--- src/rtl/snoop_bus_arbiter_pkg.sv ---
// Shared bus types for the snoop bus arbiter: operation codes, snoop results,
// the broadcast message layout and the arbiter FSM state.
package pkg_bus;

   typedef enum logic [2:0] {
      OP_READ       = 3'd0,
      OP_WRITE      = 3'd1,
      OP_RWIM       = 3'd2,
      OP_INVALIDATE = 3'd3
   } bus_operation_e;

   typedef enum logic [1:0] {
      SNOOP_NOHIT = 2'd0,
      SNOOP_HIT   = 2'd1,
      SNOOP_HITM  = 2'd2
   } snoop_result_e;

   typedef struct packed {
      bus_operation_e operation;
      logic [31:0]    address;
      logic [3:0]     cache_id;
   } bus_msg_st;

   typedef enum logic [1:0] {
      ST_IDLE,
      ST_ISSUE,
      ST_WAIT,
      ST_RESP
   } arb_state_e;

   // Wide enough for the largest legal snoop timeout (255).
   localparam int TIMEOUT_W = 8;

   function automatic logic op_needs_snoop(input bus_operation_e op);
      return (op == OP_READ) || (op == OP_WRITE) || (op == OP_RWIM);
   endfunction

   function automatic logic op_is_legal(input bus_operation_e op);
      return op_needs_snoop(op) || (op == OP_INVALIDATE);
   endfunction

endpackage

--- src/rtl/rr_arbiter.sv ---
// Combinational round-robin selector: first active request strictly after
// 'last', wrapping around, as a one-hot grant plus its index.
module rr_arbiter #(
   parameter int NUM_REQ = 4,
   parameter int IDX_W   = $clog2(NUM_REQ)
) (
   input  logic [NUM_REQ-1:0] req,
   input  logic [IDX_W-1:0]   last,
   output logic [NUM_REQ-1:0] gnt,
   output logic [IDX_W-1:0]   gnt_idx
);

   logic             found;
   logic [IDX_W-1:0] cand;

   always_comb begin
      gnt     = '0;
      gnt_idx = '0;
      found   = 1'b0;
      cand    = '0;
      for (int i = 1; i <= NUM_REQ; i++) begin
         cand = IDX_W'((int'(last) + i) % NUM_REQ);
         if (!found && req[cand]) begin
            found     = 1'b1;
            gnt[cand] = 1'b1;
            gnt_idx   = cand;
         end
      end
   end

endmodule

--- src/rtl/snoop_bus_arbiter.sv ---
// Round-robin snoop bus arbiter: grants one cache requester at a time,
// broadcasts its operation, collects a snoop response and returns it.
module snoop_bus_arbiter
   import pkg_bus::*;
#(
   parameter int NUM_REQ       = 4,
   parameter int SNOOP_TIMEOUT = 16
) (
   input  logic                  clk,
   input  logic                  rst,
   input  logic [NUM_REQ-1:0]    req_valid,
   input  logic [NUM_REQ*3-1:0]  req_op,
   input  logic [NUM_REQ*32-1:0] req_addr,
   output logic [NUM_REQ-1:0]    req_ready,
   output logic                  bus_valid,
   output logic [38:0]           bus_msg,
   input  logic                  snoop_valid,
   input  logic [1:0]            snoop_result,
   output logic [NUM_REQ-1:0]    rsp_valid,
   output logic [1:0]            rsp_result,
   output logic                  rsp_timeout,
   output logic                  rsp_err,
   output logic                  busy
);

   localparam int IDX_W = $clog2(NUM_REQ);

   arb_state_e       state_q, state_d;
   bus_operation_e   op_q, op_d;
   logic [31:0]      addr_q, addr_d;
   logic [IDX_W-1:0] gid_q, gid_d;
   logic [IDX_W-1:0] last_q, last_d;
   logic [TIMEOUT_W-1:0] cnt_q, cnt_d;
   snoop_result_e    res_q, res_d;
   logic             to_q, to_d;
   logic             err_q, err_d;

   logic [2:0]         op_arr   [NUM_REQ];
   logic [31:0]        addr_arr [NUM_REQ];
   logic [NUM_REQ-1:0] gnt;
   logic [IDX_W-1:0]   gnt_idx;
   bus_msg_st          msg;

   always_comb begin
      for (int i = 0; i < NUM_REQ; i++) begin
         op_arr[i]   = req_op[3*i +: 3];
         addr_arr[i] = req_addr[32*i +: 32];
      end
   end

   rr_arbiter #(.NUM_REQ(NUM_REQ), .IDX_W(IDX_W)) u_rr (
      .req     (req_valid),
      .last    (last_q),
      .gnt     (gnt),
      .gnt_idx (gnt_idx)
   );

   always_comb begin
      state_d   = state_q;
      op_d      = op_q;
      addr_d    = addr_q;
      gid_d     = gid_q;
      last_d    = last_q;
      cnt_d     = cnt_q;
      res_d     = res_q;
      to_d      = to_q;
      err_d     = err_q;
      req_ready = '0;
      case (state_q)
         ST_IDLE: begin
            if (|req_valid) begin
               req_ready = gnt;
               op_d      = bus_operation_e'(op_arr[gnt_idx]);
               addr_d    = addr_arr[gnt_idx];
               gid_d     = gnt_idx;
               last_d    = gnt_idx;
               res_d     = SNOOP_NOHIT;
               to_d      = 1'b0;
               err_d     = 1'b0;
               state_d   = ST_ISSUE;
            end
         end
         ST_ISSUE: begin
            cnt_d = '0;
            if (op_needs_snoop(op_q)) begin
               state_d = ST_WAIT;
            end else begin
               // Invalidates complete without snooping; illegal codes are flagged.
               res_d   = SNOOP_NOHIT;
               err_d   = !op_is_legal(op_q);
               state_d = ST_RESP;
            end
         end
         ST_WAIT: begin
            if (snoop_valid) begin
               if (snoop_result == 2'b11) begin
                  res_d = SNOOP_NOHIT;
                  err_d = 1'b1;
               end else begin
                  res_d = snoop_result_e'(snoop_result);
               end
               state_d = ST_RESP;
            end else if (cnt_q == TIMEOUT_W'(SNOOP_TIMEOUT - 1)) begin
               res_d   = SNOOP_NOHIT;
               to_d    = 1'b1;
               state_d = ST_RESP;
            end else begin
               cnt_d = cnt_q + 1'b1;
            end
         end
         ST_RESP: begin
            state_d = ST_IDLE;
         end
         default: state_d = ST_IDLE;
      endcase
   end

   always_ff @(posedge clk) begin
      if (rst) begin
         state_q <= ST_IDLE;
         op_q    <= OP_READ;
         addr_q  <= '0;
         gid_q   <= '0;
         last_q  <= IDX_W'(NUM_REQ - 1);
         cnt_q   <= '0;
         res_q   <= SNOOP_NOHIT;
         to_q    <= 1'b0;
         err_q   <= 1'b0;
      end else begin
         state_q <= state_d;
         op_q    <= op_d;
         addr_q  <= addr_d;
         gid_q   <= gid_d;
         last_q  <= last_d;
         cnt_q   <= cnt_d;
         res_q   <= res_d;
         to_q    <= to_d;
         err_q   <= err_d;
      end
   end

   always_comb begin
      msg.operation = op_q;
      msg.address   = addr_q;
      msg.cache_id  = 4'(gid_q);
   end

   assign busy        = (state_q != ST_IDLE);
   assign bus_msg     = busy ? msg : '0;
   assign bus_valid   = (state_q == ST_ISSUE) && op_is_legal(op_q);
   assign rsp_valid   = (state_q == ST_RESP) ? (NUM_REQ'(1) << gid_q) : '0;
   assign rsp_result  = (state_q == ST_RESP) ? res_q : SNOOP_NOHIT;
   assign rsp_timeout = (state_q == ST_RESP) && to_q;
   assign rsp_err     = (state_q == ST_RESP) && err_q;

endmodule

--- config.mk ---
export PLATFORM = sky130hd
export DESIGN_NAME = snoop_bus_arbiter
export DESIGN_NICKNAME = d
export VERILOG_FILES = /design/src/rtl/snoop_bus_arbiter_pkg.sv /design/src/rtl/rr_arbiter.sv /design/src/rtl/snoop_bus_arbiter.sv
export SDC_FILE = /design/constraint.sdc
export NUM_CORES = 1
export LEC_CHECK = 0
export ABC_AREA = 1
export CAP_MARGIN = 25
export CORE_UTILIZATION = 31
export DETAILED_ROUTE_END_ITERATION = 8
export GPL_TIMING_DRIVEN = 1
export RECOVER_POWER = 50
export SYNTH_ARGS = -nofsm -noshare
export SYNTH_HDL_FRONTEND = slang
export SYNTH_SLANG_ARGS = --single-unit
--- constraint.sdc ---
create_clock -name clk -period 5.2 [get_ports clk]
set_input_delay 1.3 -clock clk [delete_from_list [all_inputs] [get_ports clk]]
set_output_delay 1.3 -clock clk [all_outputs]
set_load 0.1 [all_outputs]
# --- Yosys cells after proc, flatten, opt, wreduce, memory -nomap -nowiden ---
# Index checks and enable logic that the tools add are counted.
# W data, S select, Z words.
totals:
  register_bits: 53
  in_bits: 149
  out_inout_bits: 53
  word_cells: 134
classes:
  n_addsub: 5
  magnitude_cmp: 9
  n_eq_ne: 16
  shifts: 1
  muxes: 60
  bitwise: 4
  reduce_logical: 30
op_table:
  columns: ["cell", "count"]
  rows:
  - ["$bmux W32 S2", 1]
  - ["$mux W32", 2]
  - ["$mux W39", 1]
  - ["$mux W4", 7]
  - ["$mux W2", 13]
  - ["$mux W1", 18]
  - ["$mux W8", 2]
  - ["$pmux W8 S2", 1]
  - ["$ne A2 B2 Y1 const B", 7]
  - ["$lt A2 B3 Y1 const B", 4]
  - ["$or A4 B4 Y4", 3]
  - ["$logic_and A1 B1 Y1", 10]
  - ["$add A8 B1 Y8 const B", 1]
  - ["$bmux W1 S2", 4]
  - ["$demux W1 S2", 4]
  - ["$eq A8 B4 Y1 const B", 1]
  - ["$ge A2 B1 Y1 const B", 4]
  - ["$pmux W2 S4", 1]
  - ["$reduce_and A4 Y1", 2]
  - ["$bmux W3 S2", 1]
  - ["$eq A2 B2 Y1 const B", 3]
  - ["$eq A3 B2 Y1 const B", 2]
  - ["$mux W3", 2]
  - ["$pmux W2 S3", 1]
  - ["20 further kinds", 30]

# --- Longest topological paths before layout ---
# Gate-level depths: netlist of run 1.
logic_depth:
  ltp_word: 17
  ltp_mapped: 17
  mapped_depth_nobuf: 15

# --- Hierarchy ---
# Synthesis of run 1 repeated with hierarchy kept, for this count alone.
unflattened:
  hier_cells: 714
  area_unflattened_um2: 4111.4
by_module_without_submodules:
  columns: ["mod", "n_inst", "cells_each", "area_per_inst_um2", "seq_area_each_um2"]
  rows:
  - ["snoop_bus_arbiter", 1, 639, 3637.2, 1061.0]
  - ["rr_arbiter", 1, 75, 474.2, 0.0]

# --- Least setup slack after synthesis of run 1 ---
# No wires, ideal clock.
synth_path:
  path_type: "register -> output"
  start: "reg state_q[0]"
  end: "out rsp_valid[0]"
  arrival_time_ps: 2736
  t_required_ps: 3900
  setup_slack_ps: 1164
  stages_incl_launch_ff: 4
  n_path_buf: 0
  cell_sequence: "dfxtp_1 -> ha_1 -> inv_1 -> nor3_1"
synth_between:
  elab_chain_len: 2
synth_rtl:
  columns: ["element", "line_no", "source"]
  rows:
  - ["start, declared", "snoop_bus_arbiter.sv:28", "arb_state_e state_q, state_d;"]
  - ["start signal, assigned", "snoop_bus_arbiter.sv:130", "state_q <= state_d;"]
  - ["$eq A2 B2 Y1", "snoop_bus_arbiter.sv:151", "assign rsp_valid = (state_q == ST_RESP) ? (NUM_REQ'(1) << gid_q) : '0;"]
  - ["$mux W4", "snoop_bus_arbiter.sv:151", null]
  - ["end, declared", "snoop_bus_arbiter.sv:19", "output logic [NUM_REQ-1:0] rsp_valid,"]
# Every way passes these cells.

# --- Final worst setup path of run 1 ---
layout_path:
  start: "in req_valid[0]"
  end: "out req_ready[2]"
layout_between:
  elab_chain_len: 14
  word_cells_on_any_way: 27
  cone_classes: "17 x mux; 3 x bitwise; 7 x reduce/logical"
layout_rtl:
  columns: ["element", "line_no", "source"]
  rows:
  - ["start, declared", "snoop_bus_arbiter.sv:11", "input logic [NUM_REQ-1:0] req_valid,"]
  - ["$bmux W1 S2", "rr_arbiter.sv:23", "if (!found && req[cand]) begin"]
  - ["$mux W1 (implied by the code)", "rr_arbiter.sv:23", null]
  - ["$mux W1", "rr_arbiter.sv:23", null]
  - ["$logic_not A1 Y1", "rr_arbiter.sv:23", null]
  - ["$logic_and A1 B1 Y1", "rr_arbiter.sv:23", null]
  - ["$mux W1", "rr_arbiter.sv:23", null]
  - ["$logic_not A1 Y1", "rr_arbiter.sv:23", null]
  - ["$logic_and A1 B1 Y1", "rr_arbiter.sv:23", null]
  - ["$mux W1", "rr_arbiter.sv:23", null]
  - ["$logic_not A1 Y1", "rr_arbiter.sv:23", null]
  - ["$logic_and A1 B1 Y1", "rr_arbiter.sv:23", null]
  - ["$mux W4", "rr_arbiter.sv:23", null]
  - ["$mux W4 *", "snoop_bus_arbiter.sv:71", "if (|req_valid) begin"]
  - ["$mux W4 *", "snoop_bus_arbiter.sv:69", "case (state_q)"]
  - ["end, declared", "snoop_bus_arbiter.sv:14", "output logic [NUM_REQ-1:0] req_ready,"]
# Mark *: on every way between the ends. The rest lies on a longest branch, timed or not. The select of a mux whose other input is x is not followed.

==> results of run 1 <==
critical path: stages:
cell and delay [ns]:
clkdlybuf4s50_1 0.42, inv_1 0.08, nand2_1 0.07, nand3_1 0.16
nand2_1 0.24, nor2_1 0.32, a22oi_1 0.12, nand3_1 0.09
nand2_1 0.05, inv_1 0.08, buf_4 0.28
worst max path at each step:
stage                                 start           end  cells after the start
finish                         req_valid[0]  req_ready[2]                     11
global route                   req_valid[0]  req_ready[3]                     11
CTS                            req_valid[0]  req_ready[0]                     13
detailed placement             req_valid[0]  req_ready[0]                     13
global placement               req_valid[0]  req_ready[2]                     13
floorplan           state_q[0]$_SDFFE_PP0P_  rsp_valid[0]                      3
where the power goes:
part	switching, mW	total (mW)	internal (mW)
logic	2.84	3.91	1.08
registers	0.0628	0.612	0.549
clock network	0.159	0.383	0.224
total	3.06	4.91	1.85
placed cells by master (no fill, tap or decap), types with 3 or more instances in the layout:
cell type / count
clkdlybuf4s50_1: 188
nand2_1: 156
clkbuf_16: 5
nor3_1: 8
a21oi_1: 49
inv_2: 4
nor2_1: 48
dfxtp_1: 53
inv_1: 248
dlygate4sd3_1: 6
buf_4: 7
nand4_1: 5
ha_1: 12
nand2_2: 3
nand3_1: 198
o21ai_0: 12
Yosys cell counts, types with 2 or more instances:
master and instances:
nor2_1 48, nand4_1 5, nor3_1 8, nand2_2 2, buf_6 4, a21oi_1 49
nand3_2 3, clkbuf_1 20, o211ai_1 2, nand3_1 197, buf_2 12, buf_4 9
nand2_4 4, dfxtp_1 53, inv_2 4, nor2_4 2, a31oi_1 2, nand2_1 155
buf_1 2, inv_4 2, a22oi_1 2, o21ai_0 12, inv_1 248, ha_1 13
cell families (layout without fill, tap and decap cells):
logic type	Yosys count	in the layout	synth area share, %
simple gates	427	427	41.0
fa+ha+maj	13	13	3.38
xor+xnor	1	1	0.182
flops	53	53	22.0
buf+inv	301	463	25.2
other cells	1	2	0.0779
compound gates	72	72	8.08
layout make-up:
cell class | instances | area share (%)
well taps | 188 | 3.39
clock buffers | 5 | 1.80
inverters | 254 | 13.8
multi-input cells | 515 | 36.4
clock inverters | 2 | 0.505
flip-flops and latches | 53 | 15.3
repair buffers | 202 | 28.8
state kept, by name, indices dropped and copies added (netlist names):
name     flops
last_q       2
cnt_q        8
res_q        2
err_q        1
addr_q      32
op_q         3
to_q         1
gid_q        2
state_q      2
metal layers:
metal	vias up	share of wire, %	wire length (um)
met5	-	0	0
met1	2409	46	7080
li1	2945	-	-
met3	8	6.1	926
met4	0	0.93	142
met2	121	47	7150
==> impl_metrics.tcl, run 1 <==
set metrics [dict create \
    final_min_period_over_clock_period_pct 86.7 \
    hp-start "cnt_q[6]$_SDFFE_PP0P_" \
    syn-cell-area_um2 4820 \
    post_route_cells_drive_above_1_share_pct 3.10 \
    dpl_cell_area_um2 6810 \
    fin_tns_setup_ns 0 \
    synth-edff-count 0 \
    multi_input_comb_area_um2 2530 \
    rows 45 \
    post-synth-top-area-cell "dfxtp_1" \
    clk_latency_ns 0.30 \
    min_to "cnt_q[6]$_SDFFE_PP0P_" \
    hold_viol 0 \
    grt_use_met1_pct 23.8 \
    grt_antenna_before_repair 0 \
    synth_top_area_share_pct 22.0 \
    area_growth_pct 44.2 \
    htreeDepth 2 \
    first_iter_violations 239 \
    hpwlAfterDp_um 10600 \
    critical_path.max_fanout 7 \
    dpl.cell_count 1212 \
    die_area_um2 16000 \
    diodes 0 \
    drtAntennaViolNets 0 \
    final.min_clock_period_ns 4.51 \
    postLayoutCellArea_um2 6940 \
    cp.arrival_ns 3.21 \
    power.density_nw_per_um2 707 \
    grt_util_met2_pct 35.4 \
    die_w_um 127 \
    detail_route.drc_violations 0 \
    grt_start_max_net_pins 72 \
    placement.io_buffers 199 \
    drt_first_pass_iters 4 \
    ys.warnings.count 0 \
    postCtsHoldBufs 0 \
    crit-reg2reg-launch "last_q[0]$_SDFFE_PP1P_" \
    setup_viol_count_final 0 \
    power.leakage_nw 3.75 \
    regToRegEndpoint "op_q[2]$_SDFFE_PP0P_" \
    placeable_core_region_um2 15200 \
    hold_path_class "reg -> reg" \
    design.portCount 202 \
    worst_ir_drop_vdd_mv 0.433 \
    register_to_register_setup_slack_ns 1.31 \
    clock-skew-final_ns 0.00435 \
    stdcell_count 1219 \
    postSynth.asyncResetShare_pct 0 \
    gp_congestion 0.820 \
    clock_tree.buffer_depth 2 \
    combined_global_route_utilization_of_all_metal_layers_pct 19.9 \
    synth.area.top_cells "dfxtp_1 (22%), nand3_1 (20%), inv_1 (19%), nand2_1 (12%), a21oi_1 (5.1%)" \
    synthCells 868 \
    cts_inserted_buffers 5 \
    slew_viol_final 44 \
    worst_ep_required_time_ns 3.90 \
    min_delay_path_depth 2 \
    worst_hold_check_slack_ns 0.485 \
    ys.flop_type "dfxtp_1" \
    tritoncts "done" \
    timing.critical_path.from_type "input pin" \
    resized_after_cts 0 \
    global_route.overflow_total 0 \
    grt_pass1_wl_um 25400 \
    max_cap_violations 1 \
    tightestPinTransition_ns 2.11 \
    initial_cell_density_of_the_core_pct 31.7 \
    num_vias 5483 \
    clock-root-buffer "clkbuf_16" \
    status "finished, violations left" \
    violations "max-capacitance violations, max-slew violations" \
    ys_ff_latch 53 \
    synth.yosys.seq_area_share_pct 22.0 \
    grt_use_met3_pct 4.89 \
    fmaxAchievable_mhz 222 \
    syn-mean-instance-area_um2 5.55 \
    number_of_inserted_filler_cells_in_the_final_layout 1667 \
    detailedPlace.worstSlack_ns 0.884 \
    ff_latch_area_um2 1060 \
    post_layout_power_mw 4.91 \
    clk_pin_slew_ns 0.07 \
    post-route-worst-setup-slack_ns 0.690 \
    slew_limit_headroom_pct -41.0 \
    cts_post_setup_buffers_inserted 0 \
    nets 1193 \
    crit_type "in -> out" \
    fin_util_pct 45.7 \
    grt_setup_unrepaired "no" \
    detail_route.wirelength_um 15300 \
    first_global_vias 5203 \
    global_routing_s_busiest_layer "met2" \
    die_y_um 127 \
    category_of_the_worst_setup_path_capture_point "primary output" \
    unique_cell_type_count_in_the_yosys_netlist 34 \
    rr_worst_depth 15 \
    routed_via_density 4.50 \
    numClockSinks 53 \
    wire_per_inst_um 12.5 \
]
Power figures use the tool's default switching activity.
==> inputs of run 2 (changes only) <==
--- a/config.mk
+++ b/config.mk
@@ -5,7 +5,6 @@
 export SDC_FILE = /design/constraint.sdc
 export NUM_CORES = 1
 export LEC_CHECK = 0
-export ABC_AREA = 1
 export CAP_MARGIN = 25
 export CORE_UTILIZATION = 31
 export DETAILED_ROUTE_END_ITERATION = 8
==> run 2 against run 1 <==
The run still ends with max-capacitance violations, max-slew violations left; count of clock-buffer cells in the layout did not move; routed wire length is 12% higher; setup slack got worse by 0.40 ns; cell area rose by 2.8%; critical endpoint is now req_ready[1]; global-route usage is 1.1 points higher; via count is 0.51% lower; register-to-register slack lost 0.48 ns; core utilization up 1.1 points; final cell count shrank 18%; die area grew 1.4%; non-clock buffer count grew 11; clock power fell by 8.4%.
==> impl_metrics.tcl, run 2 <==
set metrics [dict create \
    status "finished, violations left" \
    violations "max-capacitance violations, max-slew violations" \
    gp_congestion 0.869 \
    die_w_um 127 \
    post_layout_power_mw 5.17 \
    postSynth.asyncResetShare_pct 0 \
    clock_tree.buffer_depth 2 \
    worst_ep_required_time_ns 3.90 \
    wire_per_inst_um 17.1 \
    timing.critical_path.from_type "input pin" \
    worst_hold_check_slack_ns 0.459 \
    synth.area.top_cells "dfxtp_1 (22%), o211ai_1 (9.7%), mux2_2 (8.3%), nor2_1 (7.7%), a311oi_1 (6.1%)" \
    htreeDepth 2 \
    layout_commonest_cell "clkdlybuf4s50_1" \
    routed_via_density 5.43 \
    placeable_core_region_um2 15300 \
    syn-mean-instance-area_um2 7.69 \
    cts_inserted_buffers 5 \
    cts_post_setup_buffers_inserted 0 \
    initial_cell_density_of_the_core_pct 32.0 \
    clk_latency_ns 0.30 \
    cp.arrival_ns 3.61 \
    hpwlAfterDp_um 12400 \
    clock-skew-final_ns 0.0128 \
    first_iter_violations 294 \
    postCtsHoldBufs 0 \
    reg.largest.list "addr_q: 32 flops, cnt_q: 8 flops, op_q: 3 flops" \
    critical_path.max_fanout 9 \
    register_to_register_setup_slack_ns 0.83 \
    die_area_um2 16300 \
    registers.top_by_ff_count "addr_q" \
    clk_pin_slew_ns 0.08 \
    ys.warnings.count 0 \
    detail_route.wirelength_um 17100 \
    stdcell_count 1004 \
    final.min_clock_period_ns 4.91 \
    synthCells 635 \
    synth_top_area_share_pct 21.7 \
    tightestPinTransition_ns 1.74 \
    synth-edff-count 0 \
    resized_after_cts 0 \
    first_global_vias 5496 \
    power.density_nw_per_um2 724 \
    hold_viol 0 \
    grt_pass1_wl_um 27100 \
    diodes 0 \
    drt_first_pass_iters 5 \
    ys_ff_latch 53 \
    fin_tns_setup_ns 0 \
    grt_setup_unrepaired "no" \
    nets 954 \
    max_cap_violations 1 \
    combined_global_route_utilization_of_all_metal_layers_pct 20.9 \
    area_growth_pct 46.2 \
    ys.flop_type "dfxtp_1" \
    synth.most_common_cell "nor2_1" \
    numClockSinks 53 \
    syn-cell-area_um2 4880 \
    global_route.overflow_total 0 \
    slew_limit_headroom_pct -16.0 \
    grt_antenna_before_repair 0 \
    category_of_the_worst_setup_path_capture_point "primary output" \
    post_route_cells_drive_above_1_share_pct 10.3 \
    setup_viol_count_final 0 \
    synthTopCellsByCount "nor2_1 (100), o211ai_1 (63), a21oi_1 (58)" \
    postLayoutCellArea_um2 7140 \
    final_min_period_over_clock_period_pct 94.5 \
    fmaxAchievable_mhz 203 \
    post-synth-top-area-cell "dfxtp_1" \
    hold_path_class "reg -> reg" \
    die_y_um 127 \
    num_vias 5455 \
    largest_register_ff_count 32 \
    design.portCount 202 \
    clock-root-buffer "clkbuf_16" \
    grt_start_max_net_pins 86 \
    dpl_cell_area_um2 6990 \
    dpl.cell_count 995 \
    slew_viol_final 44 \
    drtAntennaViolNets 0 \
    synth.yosys.seq_area_share_pct 21.7 \
    unique_cell_type_count_in_the_yosys_netlist 56 \
    placement.io_buffers 199 \
    power.leakage_nw 2.55 \
    rows 45 \
    crit_type "in -> out" \
    worst_ir_drop_vdd_mv 0.467 \
    layout_common_cells "clkdlybuf4s50_1 (180), nor2_1 (99), o211ai_1 (64), a21oi_1 (58), dfxtp_1 (52)" \
    tritoncts "done" \
    detail_route.drc_violations 0 \
]
[run 2: changes by cell type after synthesis, moves of 35 or more]
cell / delta
inv_1: -240
nand3_1: -192
nand2_1: -142
o211ai_1: +61
nor2_1: +52
nor2b_1: +42
nand2b_1: +37
mux2_2: +36
o22ai_1: +35
[run 2: power by group]
part,switching (mW),internal (mW),leakage [nW]
logic,2.77,1.41,2.04
registers,0.0884,0.545,0.438
clock network,0.169,0.182,0.0704
[run 2: logic make-up (layout without fill, tap and decap cells)]
| group | count (synthesis) | after routing | synth area share [%] |
|---|---|---|---|
| buf+inv | 73 | 230 | 7.36 |
| mux | 46 | 46 | 10.9 |
| xor+xnor | 6 | 6 | 1.08 |
| compound gates | 223 | 223 | 32.8 |
| fa+ha+maj | 13 | 13 | 3.33 |
| flops | 53 | 53 | 21.7 |
| simple gates | 220 | 220 | 22.8 |
| other cells | 1 | 2 | 0.0768 |
[run 2: final timing paths]
path / cells past startpoint / to / from
setup / recovery: 8 / req_ready[1] / req_valid[0]
hold / removal: 2 / res_q[1]$_SDFFE_PP0P_ / res_q[1]$_SDFFE_PP0P_
setup reg to reg: 7 / addr_q[2]$_SDFFE_PP0P_ / state_q[0]$_SDFFE_PP0P_
hold reg to reg: 2 / res_q[1]$_SDFFE_PP0P_ / res_q[1]$_SDFFE_PP0P_
[run 2: final cells by class]
type	count	area [um2]
sequential	53	1060
clock buffer	5	125
multi-input combinational	510	3490
timing repair buffer	213	2140
clock inverter	3	25.0
inverter	9	33.8
tap	211	264
fill	1564	8120
[run 2: metrics by stage]
stage               setup slack, ns  util (%)
floorplan                     0.146         -
global placement              0.471      45.8
detailed placement            0.371      45.8
CTS                           0.374      46.8
global route                  0.180      46.8
finish                        0.286      46.8
[run 2: worst max-delay path, stage by stage]
cell,delay [ns]
dlygate4sd3_1,0.60
clkbuf_1,0.25
mux2_2,0.34
mux2i_1,0.18
and4b_1,0.40
a21oi_1,0.14
nor2_1,0.19
buf_12,0.21
[run 2: per-layer routing]
| metal | vias to the layer above | global-route usage, % | part of all wire [%] |
|---|---|---|---|
| li1 | 2664 | - | - |
| met1 | 2549 | 24.2 | 42 |
| met2 | 219 | 37.6 | 49 |
| met3 | 23 | 5.40 | 7.3 |
| met4 | 0 | 6.30 | 1.7 |
| met5 | - | 0 | 0 |
==> inputs of run 3 (changes only) <==
--- a/config.mk
+++ b/config.mk
@@ -10,6 +10,7 @@
 export DETAILED_ROUTE_END_ITERATION = 8
 export GPL_TIMING_DRIVEN = 1
 export RECOVER_POWER = 50
+export SLEW_MARGIN = 40
 export SYNTH_ARGS = -nofsm -noshare
 export SYNTH_HDL_FRONTEND = slang
 export SYNTH_SLANG_ARGS = --single-unit
==> run 3 against run 2 <==
The flow now finishes without violations; sequential power about the same; count of clock-buffer cells in the layout unchanged; sequential cell count unchanged; final cell count about the same; power decreased by 1.5%; core utilization decreased by 1.8 points; highest routed layer unchanged; routed wire length increased by 0.12%; critical path type unchanged; clock skew about the same; via count increased by 0.22%.
==> impl_metrics.tcl, run 3 (synthesized netlist as in run 2, its figures left out) <==
set metrics [dict create \
    hold_viol 0 \
    clock-root-buffer "clkbuf_16" \
    drtAntennaViolNets 0 \
    reg.largest.list "addr_q: 32 flops, cnt_q: 8 flops, op_q: 3 flops" \
    combined_global_route_utilization_of_all_metal_layers_pct 20.7 \
    met2RoutedLength_um 8350 \
    category_of_the_worst_setup_path_capture_point "primary output" \
    fin_tns_setup_ns 0 \
    cp.arrival_ns 3.60 \
    largest_register_ff_count 32 \
    hpwlAfterDp_um 12300 \
    hold_path_class "reg -> reg" \
    min_to "res_q[1]$_SDFFE_PP0P_" \
    first_iter_violations 248 \
    detail_route.wirelength_um 17100 \
    clock_tree.buffer_depth 2 \
    regToRegEndpoint "op_q[0]$_SDFFE_PP0P_" \
    max_cap_violations 0 \
    initial_cell_density_of_the_core_pct 32.0 \
    layout_common_cells "clkdlybuf4s50_1 (145), nor2_1 (99), o211ai_1 (63), a21oi_1 (58), dfxtp_1 (52)" \
    grt_antenna_before_repair 0 \
    num_vias 5467 \
    registers.top_by_ff_count "addr_q" \
    clock-skew-final_ns 0.0128 \
    die_w_um 127 \
    grt_setup_unrepaired "no" \
    final_min_period_over_clock_period_pct 94.2 \
    post_route_cells_drive_above_1_share_pct 11.5 \
    post-route-worst-setup-slack_ns 0.300 \
    fmaxAchievable_mhz 204 \
    die_y_um 127 \
    placeable_core_region_um2 15300 \
    global_route.overflow_total 0 \
    hp-start "res_q[1]$_SDFFE_PP0P_" \
    first_global_vias 5390 \
    status "completed" \
    grt_start_max_net_pins 86 \
    clk_latency_ns 0.30 \
    clk_pin_slew_ns 0.08 \
    register_to_register_setup_slack_ns 1.51 \
    nets 953 \
    rr_worst_depth 10 \
    crit_type "in -> out" \
    timing.critical_path.from_type "input pin" \
    crit-reg2reg-launch "last_q[1]$_SDFFE_PP1P_" \
    resized_after_cts 0 \
    tightestPinTransition_ns 1.26 \
    gp_congestion 0.869 \
    area_growth_pct 40.5 \
    m1WireLength_um 7150 \
    drt_first_pass_iters 5 \
    slew_viol_final 0 \
    numClockSinks 53 \
    final.min_clock_period_ns 4.90 \
    slew_limit_headroom_pct 16.4 \
    detail_route.drc_violations 0 \
    power.density_nw_per_um2 742 \
    rows 45 \
    worst_ep_required_time_ns 3.90 \
    route.met3.wl_um 1370 \
    htreeDepth 2 \
    layout_commonest_cell "clkdlybuf4s50_1" \
    critical_path.max_fanout 10 \
    wire_per_inst_um 17.1 \
    setup_viol_count_final 0 \
    placement.io_buffers 199 \
    design.portCount 202 \
    power.leakage_nw 2.43 \
    routed_via_density 5.45 \
    postCtsHoldBufs 0 \
    number_of_inserted_filler_cells_in_the_final_layout 1581 \
    detailedPlace.worstSlack_ns 0.376 \
    cts_inserted_buffers 5 \
    cts_post_setup_buffers_inserted 0 \
    min_delay_path_depth 2 \
    die_area_um2 16300 \
    tritoncts "done" \
    worst_ir_drop_vdd_mv 0.545 \
    dr.max_layer_used "met4" \
    diodes 0 \
    grt_pass1_wl_um 26700 \
]
-- run 3: cell count changes in the layout (fill, tap and decap cells not counted), sizes merged --
| cell | change |
|---|---|
| clkdlybuf4s50 | -35 |
| buf | +8 |
| clkbuf | +38 |
| dlygate4sd3 | -12 |
-- run 3: how the worst max path moves through the flow --
stage                     slack, ns            to         start
after detailed placement       0.38  req_ready[1]  req_valid[2]
after global routing           0.18  req_ready[0]  req_valid[0]
final                          0.30  req_ready[0]  req_valid[0]
after CTS                      0.38  req_ready[1]  req_valid[2]
after global placement         0.47  req_ready[1]  req_valid[2]
after floorplan                0.15  req_ready[1]  req_valid[1]
-- run 3: cell type report --
| type | count | area [um2] | area share [%] |
|---|---|---|---|
| Clock buffer | 5 | 125 | 1.82 |
| Clock inverter | 3 | 25.0 | 0.365 |
| Inverter | 9 | 33.8 | 0.492 |
| Multi-Input combinational cell | 510 | 3510 | 51.2 |
| Sequential cell | 53 | 1060 | 15.5 |
| Tap cell | 211 | 264 | 3.85 |
| Timing Repair Buffer | 212 | 1840 | 26.8 |
-- run 3: through the flow --
stage                     cells  utilization (%)  power (mW)  cell area, um2  hold slack, ns
after floorplan             636                -        3.88            4890           0.427
after global placement      995             45.8        4.79            6990           0.440
after detailed placement    995             44.3        4.79            6760           0.449
after CTS                  1003             45.3        5.14            6910           0.460
after global routing       1003             45.0        5.46            6860           0.502
final                      1003             45.0        5.09            6860           0.460
-- run 3: routing by layer --
layer  up-vias  global-route usage [%]
met5         -                       0
met4         0                    5.11
met3        20                    4.94
met2       239                    37.6
met1      2540                    24.1
li1       2668                       -
-- run 3: power breakdown --
part	internal, mW	switching (mW)
registers	0.545	0.0878
clock network	0.182	0.169
logic	1.32	2.79
-- run 3: worst max-delay path: stages --
cell,delay [ns]
dlygate4sd3_1,0.60
clkbuf_1,0.25
nor4_1,0.48
clkbuf_1,0.27
nand2b_1,0.37
nor2_1,0.14
buf_12,0.19
